===== config.mk =====
export PLATFORM = sky130hd
export DESIGN_NAME = program_loader
export DESIGN_NICKNAME = d
export VERILOG_FILES = /design/src/rtl/program_loader.sv
export SDC_FILE = /design/constraint.sdc
export NUM_CORES = 1
export LEC_CHECK = 0
export CAP_MARGIN = 40
export CELL_PAD_IN_SITES_DETAIL_PLACEMENT = 1
export CELL_PAD_IN_SITES_GLOBAL_PLACEMENT = 1
export CORE_ASPECT_RATIO = 1.75
export CORE_MARGIN = 2
export CORE_UTILIZATION = 41
export CTS_BUF_LIST = sky130_fd_sc_hd__clkbuf_8
export CTS_CLUSTER_DIAMETER = 50
export DETAILED_ROUTE_END_ITERATION = 10
export GPL_ROUTABILITY_DRIVEN = 0
export MAX_ROUTING_LAYER = met4
export PLACE_DENSITY = 0.77
export REMOVE_ABC_BUFFERS = 1
export SLEW_MARGIN = 15
export SYNTH_ARGS = -nofsm -noshare
export SYNTH_HDL_FRONTEND = slang
export SYNTH_SLANG_ARGS = --single-unit

===== constraint.sdc =====
create_clock -name clk_auto -period 2.6 [get_ports clk_auto]
set_input_delay 0.52 -clock clk_auto [delete_from_list [all_inputs] [get_ports clk_auto]]
set_output_delay 0.52 -clock clk_auto [all_outputs]
set_load 0.03 [all_outputs]

===== src/rtl/program_loader.sv =====
// rtl/program_loader.sv - UART boot loader: length-prefixed big-endian byte stream to instruction-memory writes
// Optional trailing XOR checksum byte when LOADER_CHECKSUM_EN is defined.
module program_loader #(
  parameter logic [31:0] ADDR_BASE = 32'd0,
  parameter int          DEPTH     = 64
) (
  input  logic        clk_auto,
  input  logic        reset,
  input  logic        start,
  input  logic [7:0]  rxData,
  input  logic        rxValid,
  output logic [31:0] wrAddress,
  output logic [31:0] wrData,
  output logic        wrEnable,
  output logic        busy,
  output logic        done,
  output logic        error
);

  typedef enum logic [2:0] {
    S_IDLE, S_LEN_HI, S_LEN_LO, S_DATA, S_LAST, S_CHECK, S_DONE, S_ERROR
  } state_t;

  localparam logic [16:0] DEPTH_W = 17'(DEPTH);

  state_t      state_q, state_d;
  logic [15:0] len_q, len_d;
  logic [15:0] idx_q, idx_d;
  logic [1:0]  cnt_q, cnt_d;
  logic [23:0] word_q, word_d;
  logic [31:0] addr_q, addr_d;
  logic [31:0] data_q, data_d;
  logic        we_q, we_d;
  logic [15:0] len_rx;
`ifdef LOADER_CHECKSUM_EN
  logic [7:0]  csum_q, csum_d;
`endif

  assign len_rx = {len_q[15:8], rxData};

  always_ff @(posedge clk_auto) begin
    if (!reset) begin
      state_q <= S_IDLE;
      len_q   <= '0;
      idx_q   <= '0;
      cnt_q   <= '0;
      word_q  <= '0;
      addr_q  <= '0;
      data_q  <= '0;
      we_q    <= 1'b0;
`ifdef LOADER_CHECKSUM_EN
      csum_q  <= '0;
`endif
    end else begin
      state_q <= state_d;
      len_q   <= len_d;
      idx_q   <= idx_d;
      cnt_q   <= cnt_d;
      word_q  <= word_d;
      addr_q  <= addr_d;
      data_q  <= data_d;
      we_q    <= we_d;
`ifdef LOADER_CHECKSUM_EN
      csum_q  <= csum_d;
`endif
    end
  end

  always_comb begin
    state_d = state_q;
    len_d   = len_q;
    idx_d   = idx_q;
    cnt_d   = cnt_q;
    word_d  = word_q;
    addr_d  = addr_q;
    data_d  = data_q;
    we_d    = 1'b0;
`ifdef LOADER_CHECKSUM_EN
    csum_d  = csum_q;
`endif
    case (state_q)
      S_IDLE, S_DONE, S_ERROR: begin
        // rxValid coinciding with start is deliberately dropped here
        if (start) begin
          state_d = S_LEN_HI;
          idx_d   = '0;
          cnt_d   = '0;
`ifdef LOADER_CHECKSUM_EN
          csum_d  = '0;
`endif
        end
      end
      S_LEN_HI: begin
        if (rxValid) begin
          len_d[15:8] = rxData;
          state_d     = S_LEN_LO;
        end
      end
      S_LEN_LO: begin
        if (rxValid) begin
          len_d[7:0] = rxData;
          if (len_rx == 16'd0) begin
`ifdef LOADER_CHECKSUM_EN
            state_d = S_CHECK;
`else
            state_d = S_DONE;
`endif
          end else if ({1'b0, len_rx} > DEPTH_W) begin
            state_d = S_ERROR;
          end else begin
            state_d = S_DATA;
          end
        end
      end
      S_DATA: begin
        if (rxValid) begin
          word_d = {word_q[15:0], rxData};
          cnt_d  = cnt_q + 2'd1;
`ifdef LOADER_CHECKSUM_EN
          csum_d = csum_q ^ rxData;
`endif
          if (cnt_q == 2'd3) begin
            we_d   = 1'b1;
            data_d = {word_q, rxData};
            addr_d = ADDR_BASE + {16'd0, idx_q};
            idx_d  = idx_q + 16'd1;
            if (idx_q == len_q - 16'd1) state_d = S_LAST;
          end
        end
      end
      // One cycle for the final write to be seen before done/check
      S_LAST: begin
`ifdef LOADER_CHECKSUM_EN
        state_d = S_CHECK;
`else
        state_d = S_DONE;
`endif
      end
`ifdef LOADER_CHECKSUM_EN
      S_CHECK: begin
        if (rxValid) state_d = (rxData == csum_q) ? S_DONE : S_ERROR;
      end
`endif
      default: state_d = S_IDLE;
    endcase
  end

  assign wrAddress = addr_q;
  assign wrData    = data_q;
  assign wrEnable  = we_q;
  assign busy      = (state_q == S_LEN_HI) || (state_q == S_LEN_LO) || (state_q == S_DATA) ||
                     (state_q == S_LAST)   || (state_q == S_CHECK);
  assign done      = (state_q == S_DONE);
  assign error     = (state_q == S_ERROR);

endmodule


==> results of run 1 <==
==> cell usage after synthesis, types with 2 or more instances <==
master / number
or4_1: 3
xnor2_1: 17
nand2_1: 174
nor3_1: 9
o211ai_1: 3
o2111ai_1: 2
a2111oi_4: 2
ha_1: 3
o21ai_0: 9
nand3_1: 12
nor2_1: 26
nand4_1: 5
o311ai_0: 4
and2_1: 6
mux2i_1: 9
and3_1: 9
nor3b_1: 2
a31oi_1: 3
a21boi_0: 82
or3_1: 2
o31a_1: 2
inv_1: 6
buf_4: 16
xor2_1: 17
a21oi_1: 7
dfxtp_1: 110
clkbuf_1: 33
and4_1: 3
nand3b_1: 2
buf_1: 3
nand2b_1: 3
nor2b_1: 9
==> what timing repair did <==
item	CTS	global route
hold buffers	0	0
gates resized for setup	3	2
endpoints found under the setup margin	3	5
==> path summary, 6_finish.rpt <==
check,end,cells past startpoint
worst max-delay path,error,3
worst min-delay path,wrData[12],2
worst max register to register,state_q[0],6
worst min register to register,wrData[12],2
==> registers in the layout, summed over array words and instances (netlist names) <==
register,cells
cnt_q,2
idx_q,16
len_q,16
state_q,3
word_q,24
wrAddress,16
wrData,32
wrEnable,1
==> stage by stage <==
step	TNS (ps)	total power, mW
2_1_floorplan	-7820	2.55
3_3_place_gp	0	2.92
3_5_place_dp	-55.4	2.97
4_1_cts	0	4.08
5_1_grt	0	4.27
6_report	0	4.05
==> cell families after synthesis <==
group,count (synthesis),share of synthesized area (%)
compound gates,125,18.7
other cells,1,0.0734
fa+ha+maj,3,0.734
xor+xnor,34,5.83
simple gates,275,24.4
mux,9,1.76
flops,110,43.1
buf+inv,58,5.43
==> critical path: stages (launching register included) <==
cell             delay [ps]
dfxtp_2                 490
nand2_1                 210
nor2_1                  140
clkdlybuf4s50_1         680
==> per-layer routing <==
layer | GRT usage, % | share of wire (%) | up-vias
met3 | 3.79 | 2.6 | 25
met4 | 8.33 | 2.6 | 0
met2 | 41.7 | 56 | 76
met5 | - | 0 | -
li1 | - | - | 2178
met1 | 22.2 | 39 | 2149
==> cell type report <==
type,instances,area (um2)
clock buffer,9,124
clock inverter,7,80.1
fill,1496,6070
inverter,6,22.5
multi-input combinational,462,2700
sequential,110,2210
tap,168,210
timing repair buffer,98,888
==> report_power, final <==
part | switching, mW | total [mW] | internal [mW]
clock | 0.632 | 1.09 | 0.462
sequential | 0.112 | 1.86 | 1.75
combinational | 0.652 | 1.10 | 0.445
total | 1.40 | 4.05 | 2.66
==> flow_summary_export.csv, run 1 <==
group,metric,value,unit
logic_synthesis,yosysTopAreaCellShare,43.1,%
route,drt_first_pass_iters,4,
logic_synthesis,synth.lib_cells_used.distinct,54,
clock_tree,clk_latency,380,ps
sta,post-route-min-period,2420,ps
final_layout,area.growth.synth_to_final,21.9,%
worst_setup_path,cp_max_fo,13,
route,vias_per_cell,5.15,
logic_synthesis,yosysWarnings,0,
logic_synthesis,post_synth_instance_area,5110,um2
worst_setup_path,worstReg2RegStart,"len_q[2]",
place,io_buffers,63,
logic_synthesis,synth-edff-count,0,
logic_synthesis,synth_seq_area_share,43.1,%
final_layout,antenna-diode-count,0,
worst_setup_path,endpoint_kind,"primary output",
logic_synthesis,synth-main-ff-cell,"dfxtp_1",
grt,grt_start_max_net_pins,33,
floorplan,die_width,88.4,um
clock_tree,clock_tree_from_tritoncts,"yes",
final_layout,finalNonFillerCells,860,
final_layout,most-common-layout-cells,"nand2_1, dfxtp_1, a21boi_0, clkdlybuf4s50_1, buf_4",
sta,fin_worst_hold_slack,471,ps
sta,setup_viol,0,
clock_tree,cts-buffers-inserted,9,
sta,worstMarginPinSlew,587,ps
grt,grt.overflow.total,0,
logic_synthesis,synth_async_sr_flop_share,0,%
job,maxCapViolations,0,
hold_path,hp-start,"wrData[12]",
power_and_ir_drop,total_leakage_power,2.15,nW
sta,unrepaired_setup_endpoints_after_global_routing,"false",
outcome,run_status,"complete, no violations",
worst_setup_path,worst-endpoint-required,2080,ps
sta,timing.final.hold_violations,0,
final_layout,post_route_cells_drive_above_1_share,9.68,%
floorplan,dieArea,13400,um2
worst_setup_path,critPathLaunchType,"register",
clock_tree,clk_pin_slew,110,ps
final_layout,finalCoreUtilization,50.7,%
floorplan,die_h,152,um
route,detail_route.drc_violations,0,
clock_tree,cts_buffer_depth,2,
place,placed_area,6010,um2
worst_setup_path,worstSetupStartpoint,"state_q[2]",
floorplan,io_pins,80,
sta,timing.fmax,0.413,GHz
power_and_ir_drop,p_per_area,650,nW/um2
place,dp_hpwl,10400,um
grt,first_global_vias,4659,
hold_path,worst_hold_path_type,"register to register",
logic_synthesis,yosys-top-cells-area,"dfxtp_1, nand2_1, a21boi_0",
worst_setup_path,critPathKind,"register to primary output",
final_layout,finalInstanceArea,6230,um2
logic_synthesis,ys_seq_elements,110,
route,drt_first_iter_violations,129,
final_layout,mostFrequentLayoutCell,"nand2_1",
place,pre_cts_slack,-22.5,ps
clock_tree,clock_sink_count,110,
clock_tree,htree_levels,3,
floorplan,placementRows,54,
sta,drv_slew,0,
final_layout,final_nets,702,
worst_setup_path,worstPathArrival,1900,ps
place,dpl.cell_count,844,
sta,fin_ws,176,ps
grt,antenna_found_initial,0,
worst_setup_path,ff_to_ff_setup_slack,190,ps
sta,slew_headroom,60.9,%
clock_tree,cts_post_setup_buffers_inserted,0,
logic_synthesis,syn_area_per_cell,8.31,um2
route,route.detailed.wl_per_inst,16.1,um
sta,final.setup_skew,8.05,ps
floorplan,core_region_area,12300,um2
floorplan,start_util,41.6,%
grt,grt.total_usage,22.2,%
route,dr_total_vias,4428,
grt,wire_length_of_the_first_global_routing_pass,22700,um
power_and_ir_drop,ir_drop,0.259,mV
route,routed_wirelength,13900,um
sta,layout_worst_path_cycle_share,93.2,%
logic_synthesis,syn_inst,615,
route,drt.antenna.violating_nets,0,
logic_synthesis,post-synth-top-area-cell,"dfxtp_1",
clock_tree,clock_tree.root_cell,"clkbuf_8",
Power figures use the tool's default switching activity.
==> inputs of run 2 (changes only) <==
Settings changed: TNS_END_PERCENT set to 5.
Clock period 2.6 ns to 2.5 ns, I/O delays scaled along.
==> run 2 against run 1 <==
- final cell count up 0.70%
- sequential share of layout area down 0.29 points
- critical endpoint unchanged
- clock skew up 0.93 ps
- largest power group unchanged
- die area unchanged
- sequential power up 4%
- count of clock-buffer cells in the layout unchanged
- flip-flop and latch count unchanged
- worst hold slack worse by 3.2 ps
- power up 5.3%
- utilization up 0.45 points
- register-to-register slack worse by 50 ps
==> flow_summary_export.csv, run 2 (synthesis gave the netlist of run 1 again) <==
group,metric,value,unit
outcome,run_status,"complete, no violations",
route,detail_route.drc_violations,0,
sta,unrepaired_setup_endpoints_after_global_routing,"false",
final_layout,most-common-layout-cells,"nand2_1, dfxtp_1, a21boi_0, clkdlybuf4s50_1, buf_4",
final_layout,area.growth.synth_to_final,23.0,%
worst_setup_path,worst-endpoint-required,2000,ps
grt,antenna_found_initial,0,
route,drt_first_iter_violations,180,
final_layout,mostFrequentLayoutCell,"nand2_1",
clock_tree,clock_sink_count,110,
job,maxCapViolations,0,
power_and_ir_drop,power,4.27,mW
worst_setup_path,worstPathArrival,1870,ps
clock_tree,cts_buffer_depth,2,
final_layout,final_nets,708,
floorplan,dieArea,13400,um2
route,drt_first_pass_iters,4,
sta,setup_viol,0,
grt,first_global_vias,4535,
grt,wire_length_of_the_first_global_routing_pass,22300,um
sta,aggregate_negative_setup_slack,0,ps
grt,grt_start_max_net_pins,33,
power_and_ir_drop,p_per_area,679,nW/um2
final_layout,finalNonFillerCells,866,
place,dp_hpwl,10300,um
clock_tree,clock_tree_from_tritoncts,"yes",
sta,drv_slew,0,
power_and_ir_drop,ir_drop,0.300,mV
sta,layout_worst_path_cycle_share,94.9,%
sta,timing.fmax,0.422,GHz
floorplan,start_util,41.6,%
hold_path,worst_hold_path_type,"register to register",
worst_setup_path,r2r.worst_path.cells,6,
worst_setup_path,worstReg2RegStart,"len_q[2]",
place,dpl.cell_count,849,
final_layout,fillers,1508,
clock_tree,postCtsHoldBufs,0,
route,dr_total_vias,4414,
final_layout,antenna-diode-count,0,
power_and_ir_drop,total_leakage_power,2.18,nW
floorplan,placementRows,54,
clock_tree,htree_levels,3,
floorplan,die_h,152,um
grt,grt.overflow.total,0,
floorplan,core_region_area,12300,um2
place,io_buffers,63,
final_layout,post_route_cells_drive_above_1_share,10.6,%
clock_tree,clk_pin_slew,110,ps
sta,post-route-min-period,2370,ps
route,routed_wirelength,13600,um
worst_setup_path,critPathKind,"register to primary output",
clock_tree,clock_tree.root_cell,"clkbuf_8",
hold_path,holdPathStages,2,
sta,timing.final.hold_violations,0,
grt,grt.total_usage,22.1,%
route,drt.antenna.violating_nets,0,
floorplan,die_width,88.4,um
clock_tree,clk_latency,400,ps
worst_setup_path,critPathLaunchType,"register",
worst_setup_path,cp_max_fo,15,
worst_setup_path,worstSetupStartpoint,"state_q[0]",
route,vias_per_cell,5.10,
hold_path,hp-start,"wrData[4]",
clock_tree,cts-buffers-inserted,9,
route,route.detailed.wl_per_inst,15.7,um
worst_setup_path,endpoint_kind,"primary output",
final_layout,largest_register_ffs,32,
floorplan,io_pins,80,
sta,final.setup_skew,8.98,ps
[run 2: cell types whose count changed in the layout (fill, tap and decap cells not counted)]
cell        delta
nor4_1         -1
o311ai_0       -1
dfxtp_1        -1
nor3_1         +1
o311ai_1       +1
inv_6          -2
clkinvlp_4     +1
nor4_2         +1
nor3b_2        -1
dfxtp_2        +1
nor3b_4        +1
buf_4          +6
nor3_2         -1
inv_8          +1
[run 2: worst max-delay path, stage by stage (launching register included)]
cell,delay [ps]
dfxtp_2,490
inv_1,160
nor2_1,140
clkdlybuf4s50_1,680
[run 2: power breakdown]
group / leakage (nW) / internal [mW] / switching, mW
Sequential: 0.889 / 1.82 / 0.109
Clock: 0.105 / 0.480 / 0.678
Combinational: 1.19 / 0.499 / 0.680
[run 2: cell type report]
| type | instances | area (um2) | share of cell area, % |
|---|---|---|---|
| clock inverter | 7 | 81.3 | 1.29 |
| multi-input combinational | 462 | 2710 | 43.1 |
| clock buffer | 9 | 124 | 1.97 |
| timing repair buffer | 104 | 933 | 14.8 |
| tap | 168 | 210 | 3.34 |
| sequential | 110 | 2210 | 35.1 |
| inverter | 6 | 22.5 | 0.358 |
[run 2: worst paths after layout]
check | end | slack, ps
worst max-delay path | error | 130
worst min-delay path | wrData[4] | 470
worst max register to register | state_q[0] | 140
worst min register to register | wrData[4] | 470
[run 2: per-layer routing]
layer / track usage, % / share of wire, % / vias to the layer above
met3: 2.28 / 2.4 / 19
li1: - / - / 2183
met5: - / 0 / -
met1: 23.1 / 39 / 2134
met2: 40.9 / 56 / 78
met4: 9.32 / 2.6 / 0
[run 2: metrics by stage]
| stage | hold slack [ps] | area (um2) | setup slack [ps] | util, % |
|---|---|---|---|---|
| 2_1_floorplan | 441 | 4910 | -260 | - |
| 3_3_place_gp | 449 | 6050 | 1.52 | 49.2 |
| 3_5_place_dp | 458 | 6050 | -64.0 | 49.2 |
| 4_1_cts | 474 | 6260 | 5.77 | 50.9 |
| 5_1_grt | 499 | 6290 | 16.1 | 51.1 |
| 6_report | 467 | 6290 | 129 | 51.1 |
[run 2: what timing repair did]
action | 4_1_cts | 5_1_grt
setup endpoints to repair | 6 | 6
pin swaps | 1 | 0
buffers inserted | 0 | 1
resized for setup | 3 | 5
